[src/rtl/fsm_seq_pkg.sv]
// Shared definitions for the fsm_seq stage-sequence controller.
// Stage 0 is IDLE; stages 1..NUM_STAGES are the active chain.
package fsm_seq_pkg;

  localparam int unsigned STAGE_IDLE = 0;
  localparam int unsigned MAX_STAGES = 32;

  // Bits needed to hold a stage index covering IDLE plus num_stages stages.
  function automatic int unsigned stage_width(input int unsigned num_stages);
    return (num_stages < 1) ? 1 : $clog2(num_stages + 1);
  endfunction

  // Stage k lights bit k-1; IDLE decodes to all-zero.
  function automatic logic [MAX_STAGES-1:0] stage_onehot(input int unsigned stage);
    logic [MAX_STAGES-1:0] v;
    v = '0;
    if (stage != STAGE_IDLE && stage <= MAX_STAGES)
      v = MAX_STAGES'(1) << (stage - 1);
    return v;
  endfunction

endpackage

[src/rtl/fsm_seq_timer.sv]
// Per-stage wait counter for fsm_seq; expired marks the last allowed wait cycle.
// Saturates at TIMEOUT-1 so it never wraps if inc is held past expiry.
module fsm_seq_timer #(
  parameter int TIMEOUT = 4
) (
  input  logic clk,
  input  logic rst,
  input  logic clear,
  input  logic inc,
  output logic expired
);

  localparam int W = (TIMEOUT > 1) ? $clog2(TIMEOUT) : 1;
  localparam logic [W-1:0] LAST = W'(TIMEOUT - 1);

  logic [W-1:0] cnt;

  always_ff @(posedge clk) begin
    if (rst || clear)
      cnt <= '0;
    else if (inc && cnt != LAST)
      cnt <= cnt + 1'b1;
  end

  assign expired = (cnt == LAST);

endmodule

[src/rtl/fsm_seq.sv]
// Multi-stage sequence FSM: advances on in[k], drops or times out to IDLE.
// Build with FSM_TIMEOUT_EN to allow up to TIMEOUT enabled wait cycles per stage.
module fsm_seq
  import fsm_seq_pkg::*;
#(
  parameter  int NUM_STAGES = 3,
  parameter  int TIMEOUT    = 4,
  parameter  int CNT_WIDTH  = 8,
  localparam int SW         = stage_width(NUM_STAGES)
) (
  input  logic                  clk,
  input  logic                  rst,
  input  logic                  en,
  input  logic                  abort,
  input  logic [NUM_STAGES-1:0] in,
  output logic [NUM_STAGES-1:0] out,
  output logic                  done,
  output logic                  err,
  output logic [CNT_WIDTH-1:0]  match_cnt,
  output logic [SW-1:0]         state_dbg
);

  if (NUM_STAGES < 2 || TIMEOUT < 1) begin : g_bad_params
    $error("fsm_seq: NUM_STAGES must be >= 2 and TIMEOUT >= 1");
  end

  localparam logic [SW-1:0] S_IDLE = SW'(STAGE_IDLE);
  localparam logic [SW-1:0] S_LAST = SW'(NUM_STAGES);

  logic [SW-1:0]        state_q, state_d;
  logic                 err_q, err_d;
  logic [CNT_WIDTH-1:0] cnt_q;
  logic [NUM_STAGES:0]  in_ext;
  logic                 cur_in;
  logic                 complete;

  // in[0] qualifies IDLE, in[k] qualifies stage k; the last stage needs no bit.
  assign in_ext   = {1'b0, in};
  assign cur_in   = in_ext[state_q];
  assign complete = en && !abort && (state_q == S_LAST);

`ifdef FSM_TIMEOUT_EN
  logic wait_inc, wait_clear, expired;

  // Any stage change (including abort) restarts the wait budget.
  assign wait_clear = abort || (state_d != state_q);

  fsm_seq_timer #(.TIMEOUT(TIMEOUT)) u_timer (
    .clk     (clk),
    .rst     (rst),
    .clear   (wait_clear),
    .inc     (wait_inc),
    .expired (expired)
  );
`endif

  always_ff @(posedge clk) begin
    if (rst) begin
      state_q <= S_IDLE;
      err_q   <= 1'b0;
    end else begin
      state_q <= state_d;
      err_q   <= err_d;
    end
  end

  always_ff @(posedge clk) begin
    if (rst)
      cnt_q <= '0;
    else if (complete && cnt_q != '1)
      cnt_q <= cnt_q + 1'b1;
  end

  always_comb begin
    state_d = state_q;
    err_d   = 1'b0;
`ifdef FSM_TIMEOUT_EN
    wait_inc = 1'b0;
`endif
    if (abort) begin
      state_d = S_IDLE;
    end else if (en) begin
      if (state_q == S_IDLE) begin
        if (cur_in) state_d = state_q + 1'b1;
      end else if (state_q == S_LAST) begin
        state_d = S_IDLE;
      end else if (cur_in) begin
        state_d = state_q + 1'b1;
      end else begin
`ifdef FSM_TIMEOUT_EN
        if (expired) begin
          state_d = S_IDLE;
          err_d   = 1'b1;
        end else begin
          wait_inc = 1'b1;
        end
`else
        state_d = S_IDLE;
        err_d   = 1'b1;
`endif
      end
    end
  end

  always_comb begin
    out       = NUM_STAGES'(stage_onehot(32'(state_q)));
    done      = (state_q == S_LAST);
    err       = err_q;
    match_cnt = cnt_q;
    state_dbg = state_q;
  end

endmodule

[config.mk]
export PLATFORM = sky130hd
export DESIGN_NAME = fsm_seq
export DESIGN_NICKNAME = d
export VERILOG_FILES = /design/src/rtl/fsm_seq_pkg.sv /design/src/rtl/fsm_seq_timer.sv /design/src/rtl/fsm_seq.sv
export SDC_FILE = /design/constraint.sdc
export NUM_CORES = 1
export LEC_CHECK = 0
export ABC_CLOCK_PERIOD_IN_PS = 1660
export CAP_MARGIN = 20
export CORE_UTILIZATION = 25
export DETAILED_ROUTE_END_ITERATION = 8
export GPL_ROUTABILITY_DRIVEN = 0
export PLACE_DENSITY_LB_ADDON = 0.08
export SETUP_SLACK_MARGIN = 0.4
export SLEW_MARGIN = 30
export SYNTH_ARGS = -nofsm -noshare
export SYNTH_HDL_FRONTEND = slang
export SYNTH_SLANG_ARGS = --single-unit
[constraint.sdc]
create_clock -name clk -period 1.66 [get_ports clk]
set_input_delay 0.249 -clock clk [delete_from_list [all_inputs] [get_ports clk]]
set_output_delay 0.249 -clock clk [all_outputs]
set_load 0.05 [all_outputs]
==> run summary, run 1 <==
The run gives 0.363 as the proportion of power drawn by the clock network. The number of filler cells placed in the layout was 259. The starting density of the core came out at 0.261. The tools report the max-slew violation count as 0. After clock tree synthesis, the clock-pin slew on the worst setup and hold paths is 80 ps. The logs give 0 for the number of antenna-violating nets in the routed design and 0 for the number of buffers inserted by hold repair at cts.

The later pin in the worst-skew pair is clocked with a latency of 270 ps. The number of enable-type register cells in the synthesized netlist came out at 0. Synthesized instance count: 74. Summing every instance area after synthesis gives 714 µm². The share of power burned in combinational logic is 0.142. The highest fanout seen on the critical path came out at 3. The combinational family with the most area after synthesis was simple AND/OR/NAND/NOR gates. The data arrival time of the worst path was 1540 ps; the worst max-slew margin expressed relative to the limit was 0.848. Summed over all layers, the routed wires come to 1920 µm. The number of nets in the layout is 124. Worst hold-check path type: reg2reg. During synthesis, Yosys emitted a total of 0 warnings. Derived from the worst setup path, the maximum achievable clock frequency is 727 MHz. The fraction of the mapped netlist area in simple logic gates was 0.233.

The number of antenna violations at the first check in global routing was 0. The analysis attributes to cell leakage a power of 0.479 nW. The share of the synthesized netlist area taken by xor and xnor gates came out at 0. The worst path needs 1380 ps of the cycle, external delays included. The run gives 86 as the synthesized net count. The average size of a mapped cell works out to 9.65 µm². The worst setup path is launched from a register. The via count of the first global-routing pass was 714. The tools report the pin count of the biggest net entering global routing as 9. In this run, the number of DRC markers left after iteration 0 of detailed routing was 8. In this run the deepest clock path goes through 2 buffers. The tool flagged a number of max-cap violations equal to 0. Counting distinct cell types in the post-synthesis netlist gives 33. The multiplexer share of the synthesized area is 0.102, and the TritonCTS buffer count is 3. For the worst setup path, the data required time is 1820 ps. The synthesized-area fraction occupied by adder cells is 0.0876. The flow ran to the end, and the final reports show no timing, DRC or antenna violations. The die boundary width is 55.5 µm, and the number of placement rows is 19.

In this run the power spent charging and discharging nets is 0.134 mW. The relative contribution of sequential cells to total power came out at 0.494. The growth of design area from synthesis to finish was 69.4%; the detail-routed net length per standard cell was 13.5 µm. The total overflow left after global routing is 0. Cell at the root of the clock tree: clkbuf_4. During I/O placement, the number of pins put on the boundary was 22. The chip height was 55.5 µm. For this design, the sink count on the clock tree is 11. The compound-cell area share of the yosys netlist works out to 0.196. The die covers 3080 µm². The internal portion of total power is 0.394 mW.

The tools report the hold path startpoint as match_cnt[2]. The detailed-routing iteration count for the pre-antenna-repair pass is 4. The mean number of vias per cell is 5.05.

Setup violations remaining at the end of the flow were counted as 0. The maximum clock skew at final layout was 3.18 ps; the number of buffers added on ports was 21. The logs give 717 for the via total after detailed routing and 3210 µm for the global-route wire length before repair.

The run gives 0.308 as the part of the Yosys area used for sequential elements. The run gives 537 µm² as the area occupied by multi-input gates. The critical path is of the reg2reg type. In this run, synthesis produced a sequential element count of 11. The final cycle utilization of the critical path is 0.829, and the residual DRC count is 0. For the number of H-tree levels, the log shows 1. TritonCTS built the clock tree. The number of instances on the worst hold path is 1.

Hold is met by 544 ps. The proportion of layout cells with a drive suffix above 1 works out to 0.613. Setup repair after global routing could not meet its margin everywhere. For the pin with the worst max-slew slack, the measured transition is 227 ps. The worst setup path is captured at a register. The share of flip-flops with an asynchronous set or reset is 0.

The startpoint identified for the worst register-to-register timing path is match_cnt[1]. The worst-case IR drop observed on VDD is 0.286 mV. The total area inside the core boundary comes to 2730 µm².

The global-route usage over all layers is 0.129. Endpoint of the worst-slack reg-to-reg timing path: match_cnt[3]. Summing all flip-flop and latch instances after layout gives 240 µm². The final-report hold violation count is 0, and the number of diodes added for antenna fixing is 0.

The final HPWL from detailed placement came out at 1250 µm. The power per cell area came out at 437 nW/µm². The fraction of power spent switching nets works out to 0.254.

For the accumulated negative setup slack, the log shows 0 ps. For this run, the leading register cell type out of synthesis is dfxtp_1. The cell count of the worst reg-to-reg path is 4. The capture endpoint of the worst hold path is match_cnt[2]. In this run the register-to-register setup slack is 280 ps.
[Yosys cell counts (2+ instances only)]
library cell | instances | area, µm²
a21boi_0 | 2 | 15.0
a21oi_1 | 2 | 10.0
a311oi_1 | 2 | 17.5
a31oi_1 | 3 | 18.8
a41oi_1 | 2 | 17.5
and4_1 | 2 | 17.5
buf_6 | 3 | 33.8
dfxtp_1 | 11 | 220
ha_1 | 5 | 62.6
inv_1 | 3 | 11.3
mux2_2 | 2 | 22.5
mux2_4 | 2 | 30.0
mux2i_1 | 2 | 20.0
nand2_1 | 2 | 7.51
nand2b_1 | 5 | 31.3
nand3_1 | 2 | 10.0
nor2_1 | 6 | 22.5
nor2b_1 | 3 | 18.8
[kinds of logic (layout without fill, tap and decap cells)]
kind of cell               after synthesis  count (layout)
AOI/OAI and AO/OA                       17              17
DFF                                     11              11
and+or+nand+nor                         28              28
buffers and inverters                    7              44
muxes                                    6               6
adders and majority gates                5               5
[metal layers]
layer,GRT usage,part of all wire
met3,0.0515,0.044
met2,0.212,0.49
met1,0.158,0.46
met4,0.0321,0.0031
met5,0,0
[registers in the layout, indices dropped and copies added, names as in the netlist]
signal,count
match_cnt,8
err,1
state_dbg,2
[placed cells by master (no fill, tap or decap), drive strengths merged]
master and instances:
a41oi 2, and3 2, a211oi 2, nand3b 1, nand4 1, nor2 6, clkbuf 4, nand2b 5
o22ai 1, mux2 4, inv 3, nor4 1, a41o 1, and2 1, buf 31, nor2b 3
a21oi 3, dfxtp 11, ha 5, clkdlybuf4s50 6, nand3 2, mux2i 2, a31oi 3, nand2 2
and3b 1, a311oi 3, and4 3, a21boi 2
[worst max-delay path: stages, from the launching register on]
cell and delay (ps):
dfxtp_4 350, ha_4 150, and4_4 200, a211oi_2 240
mux2_4 320
[how the worst max path moves through the flow]
stage          slack [ps]  depth (start not counted)    startpoint            to
2_1_floorplan         140                          5  match_cnt[0]  match_cnt[3]
3_3_place_gp           90                          4         abort  match_cnt[3]
3_5_place_dp           50                          4         abort  match_cnt[7]
4_1_cts               280                          4  match_cnt[1]  match_cnt[3]
5_1_grt               240                          4  state_dbg[0]  match_cnt[3]
6_report              280                          4  match_cnt[1]  match_cnt[3]
[stage by stage]
| stage | util | power (mW) | cell area [µm²] | instances | setup slack [ps] |
|---|---|---|---|---|---|
| after global routing | 0.443 | 0.550 | 1210 | 142 | 237 |
| final | 0.443 | 0.528 | 1210 | 142 | 284 |
| after CTS | 0.421 | 0.528 | 1150 | 140 | 280 |
| after floorplan | - | 0.298 | 764 | 74 | 136 |
| after global placement | 0.368 | 0.328 | 1010 | 125 | 93.4 |
| after detailed placement | 0.368 | 0.328 | 1010 | 125 | 53.7 |
[power by group through the flow]
stage	registers, mW	logic, mW	clock network (mW)
final	0.261	0.0753	0.192
after global routing	0.261	0.0797	0.208
after CTS	0.261	0.0684	0.199
after detailed placement	0.268	0.0603	0
after global placement	0.268	0.0601	0
after floorplan	0.272	0.0264	0
[layout make-up]
| class | count | area share |
|---|---|---|
| repair buffers | 37 | 0.293 |
| inverters | 3 | 0.0114 |
| flip-flops and latches | 11 | 0.199 |
| clock buffers | 4 | 0.0217 |
| multi-input cells | 56 | 0.444 |
| well taps | 31 | 0.0321 |
[what timing repair did]
action                                  4_1_cts  5_1_grt
buffers inserted                             11        2
hold endpoints to repair                      0        0
endpoints found under the setup margin       12       16
pin swaps                                     7        7
gates resized for setup                      11       12
(Power assumes the default switching activity.)
==> run 2: changes to the inputs <==
ABC_CLOCK_PERIOD_IN_PS = 1200   (was 1660)
clock period = 1.2 ns   (was 1.66 ns; I/O delays follow)
==> run 2 against run 1 <==
  * Non-clock buffer count increased by 19
  * Utilization rose by 16 points
  * Die area stayed put
  * The flow now finishes with violations (negative setup slack)
==> run summary, run 2 (synthesized netlist as in run 1, its figures left out) <==
Leaving out fill and tap cells, the most frequent cells in the layout are buf_6 (21), buf_12 (15), buf_4 (13), dfxtp_2 (6), clkdlybuf4s50_1 (6). The kind of end point of the critical path is an output port. The number of endpoints failing setup at the final stage is 17 (+17).

The detailed-routing iteration count for the pre-antenna-repair pass is 4 (unchanged), and the mean number of vias per cell is 4.94 (-2.2%). The via total after detailed routing was 795 (+11%); the via count of the first global-routing pass was 789 (+11%). The worst hold path belongs to the class reg2reg.

The internal reg-to-reg setup slack is -160 ps (-440 ps). TritonCTS built the clock tree. The residual DRC count is 0 (unchanged). The logs give 11 (+2) for the pin count of the biggest net entering global routing and 3080 µm² (unchanged) for the full die area. The cell count of the worst reg-to-reg path came out at 7 (+3). The tree is rooted in a clkbuf_4. The final cycle utilization of the critical path works out to 1.13. The number of buffers inserted by hold repair at cts is 0 (unchanged).

For the number of H-tree levels, the log shows 1 (unchanged). The critical path goes through buf_6 > inv_4 > buf_6 > ha_4 > buf_12. The slack of the critical path was -159 ps (-444 ps). The data required time of the critical path is 1020 ps (-800 ps). The library cell used most frequently in the layout, excluding fill and tap cells, is buf_6. The run gives 1500 µm (+19%) as the final HPWL from detailed placement. Setup repair after global routing could not meet its margin everywhere.

The logs give 2 (unchanged) for the buffer levels on the longest clock path and 3640 µm (+13%) for the global-route wire length before repair. The chip height is 55.5 µm (unchanged), and the share of power burned in combinational logic is 0.183 (+0.041). The total detailed-routing wirelength is 2220 µm (+16%). The number of antenna-violating nets in the routed design is 0 (unchanged).

The setup path with the least slack is of type reg2out. The logs give 25 (+17) for the number of design-rule violations left by the first detailed-router iteration and 0 (unchanged) for the max-capacitance violation count. The run finished, with violations left. The cell family with the largest share of critical-path delay was buffers and inverters.

The global-route usage over all layers was 0.152 (+0.0228). The endpoint of the worst-slack reg-to-reg timing path is state_dbg[0]. The capturing instance or port of the critical path is out[0]. STA classifies the critical path startpoint as a register. The tools report the number of top-level design ports as 22 (unchanged). The number of diodes added for antenna fixing was 0 (unchanged); the reported leakage power was 0.643 nW (+34%).

Proportion of layout cells with a drive suffix above 1: 0.723 (+0.110). The number of placement rows is 19 (unchanged). The most common cell type on the critical path was buf_6. The number of buffers added on ports works out to 21 (unchanged). For the number of nets in the layout, the log shows 143 (+15%). The logs give 11 (unchanged) for the number of sinks on the clock net and 1180 ps (-360 ps) for the data arrival time of the worst path. Accumulated negative setup slack: -1190 ps (-1190 ps). Timing would allow up to 736 MHz. The detail-routed net length per standard cell was 13.8 µm (+2.2%); the fraction of power spent switching nets was 0.260 (+0.00523). The power per cell area works out to 465 nW/µm² (+6.5%).

The post-route total power is 0.762 mW (+44%), and the clock network latency to the later pin of the worst-skew pair is 270 ps (about the same). In this run the critical register-to-register path is launched from state_dbg[0]. For the reported net switching power, the log shows 0.198 mW (+47%). The maximum clock skew at final layout was 0.728 ps (-2.46 ps). The checks that failed: negative setup slack. The buffer and inverter count on the worst path was 4 (+4); the starting density of the core was 0.261 (unchanged). The slowest stage of the critical path belongs to the cell dfxtp_4. The highest fanout seen on the critical path works out to 3 (unchanged). The number of cells on the critical path was 5 (+1); the pin slew with the least headroom to its limit was 342 ps (+115 ps). The growth of design area from synthesis to finish is 129%, and the proportion of power drawn by the clock network is 0.348 (-0.015). For the number of antenna violations at the first check in global routing, the log shows 0 (unchanged). The relative contribution of sequential cells to total power is 0.469 (-0.025), and the delay of the slowest critical-path stage is 370 ps (+20 ps).

The logs give 0.771 (-0.0770) for the worst max-slew margin expressed relative to the limit and 0.566 mV (+97%) for the maximum ir drop on the vdd rail. For the finished layout, the period the worst path requires is 1360 ps. The run gives 0 (unchanged) as the global-route congestion overflow total.

The internal portion of total power is 0.564 mW (+43%), and the max-slew violation count is 0 (unchanged). The die boundary width is 55.5 µm (unchanged), and the final-report hold violation count is 0 (unchanged). The core area came out at 2730 µm² (unchanged). The critical path starts at state_dbg[1]. The run gives 3 (unchanged) as the TritonCTS buffer count. The clock transition at the registers of the reported paths was 70 ps (about the same); the flip-flop count of the largest register after layout was 8 (unchanged).
## run 2: power by group through the flow
stage | combinational, mW | clock [mW] | sequential, mW
3_3_place_gp | 0.102 | 0 | 0.368
4_1_cts | 0.127 | 0.270 | 0.358
5_1_grt | 0.146 | 0.303 | 0.358
3_5_place_dp | 0.103 | 0 | 0.368
6_report | 0.139 | 0.265 | 0.358
2_1_floorplan | 0.0390 | 0 | 0.376
## run 2: area by class of cell
cell class	count	area (µm²)
well taps	31	38.8
flip-flops and latches	11	246
repair buffers	56	709
fillers	214	1100
multi-input cells	56	598
inverters	3	18.8
clock buffers	4	26.3
## run 2: per-layer routing
layer / up-vias / global-route usage / wire length (µm)
met5: - / 0 / 0
met4: 0 / 0.0607 / 50
met3: 8 / 0.0515 / 85
met2: 20 / 0.234 / 1090
met1: 376 / 0.195 / 995
li1: 391 / - / -
## run 2: stage by stage
step | setup slack [ps] | std cells | hold slack [ps] | cell area [µm²] | util
6_report | -159 | 161 | 502 | 1640 | 0.599
5_1_grt | -221 | 161 | 526 | 1640 | 0.599
4_1_cts | -164 | 158 | 504 | 1540 | 0.565
3_5_place_dp | -329 | 146 | 494 | 1320 | 0.483
3_3_place_gp | -297 | 146 | 488 | 1320 | 0.483
2_1_floorplan | -324 | 74 | 249 | 787 | -
## run 2: worst min path at each step
stage	to	depth (start not counted)	slack, ps	startpoint
finish	match_cnt[2]	1	500	match_cnt[2]
global route	match_cnt[2]	1	530	match_cnt[2]
CTS	match_cnt[2]	1	500	match_cnt[2]
detailed placement	match_cnt[2]	1	490	match_cnt[2]
global placement	match_cnt[2]	1	490	match_cnt[2]
floorplan	state_dbg[0]	1	250	abort
## run 2: what timing repair did
| action | in CTS | in global routing |
|---|---|---|
| cloned | 0 | 0 |
| setup endpoints to repair | 26 | 26 |
| pin swaps | 10 | 6 |
| setup buffers | 8 | 3 |
| gates resized for setup | 37 | 13 |
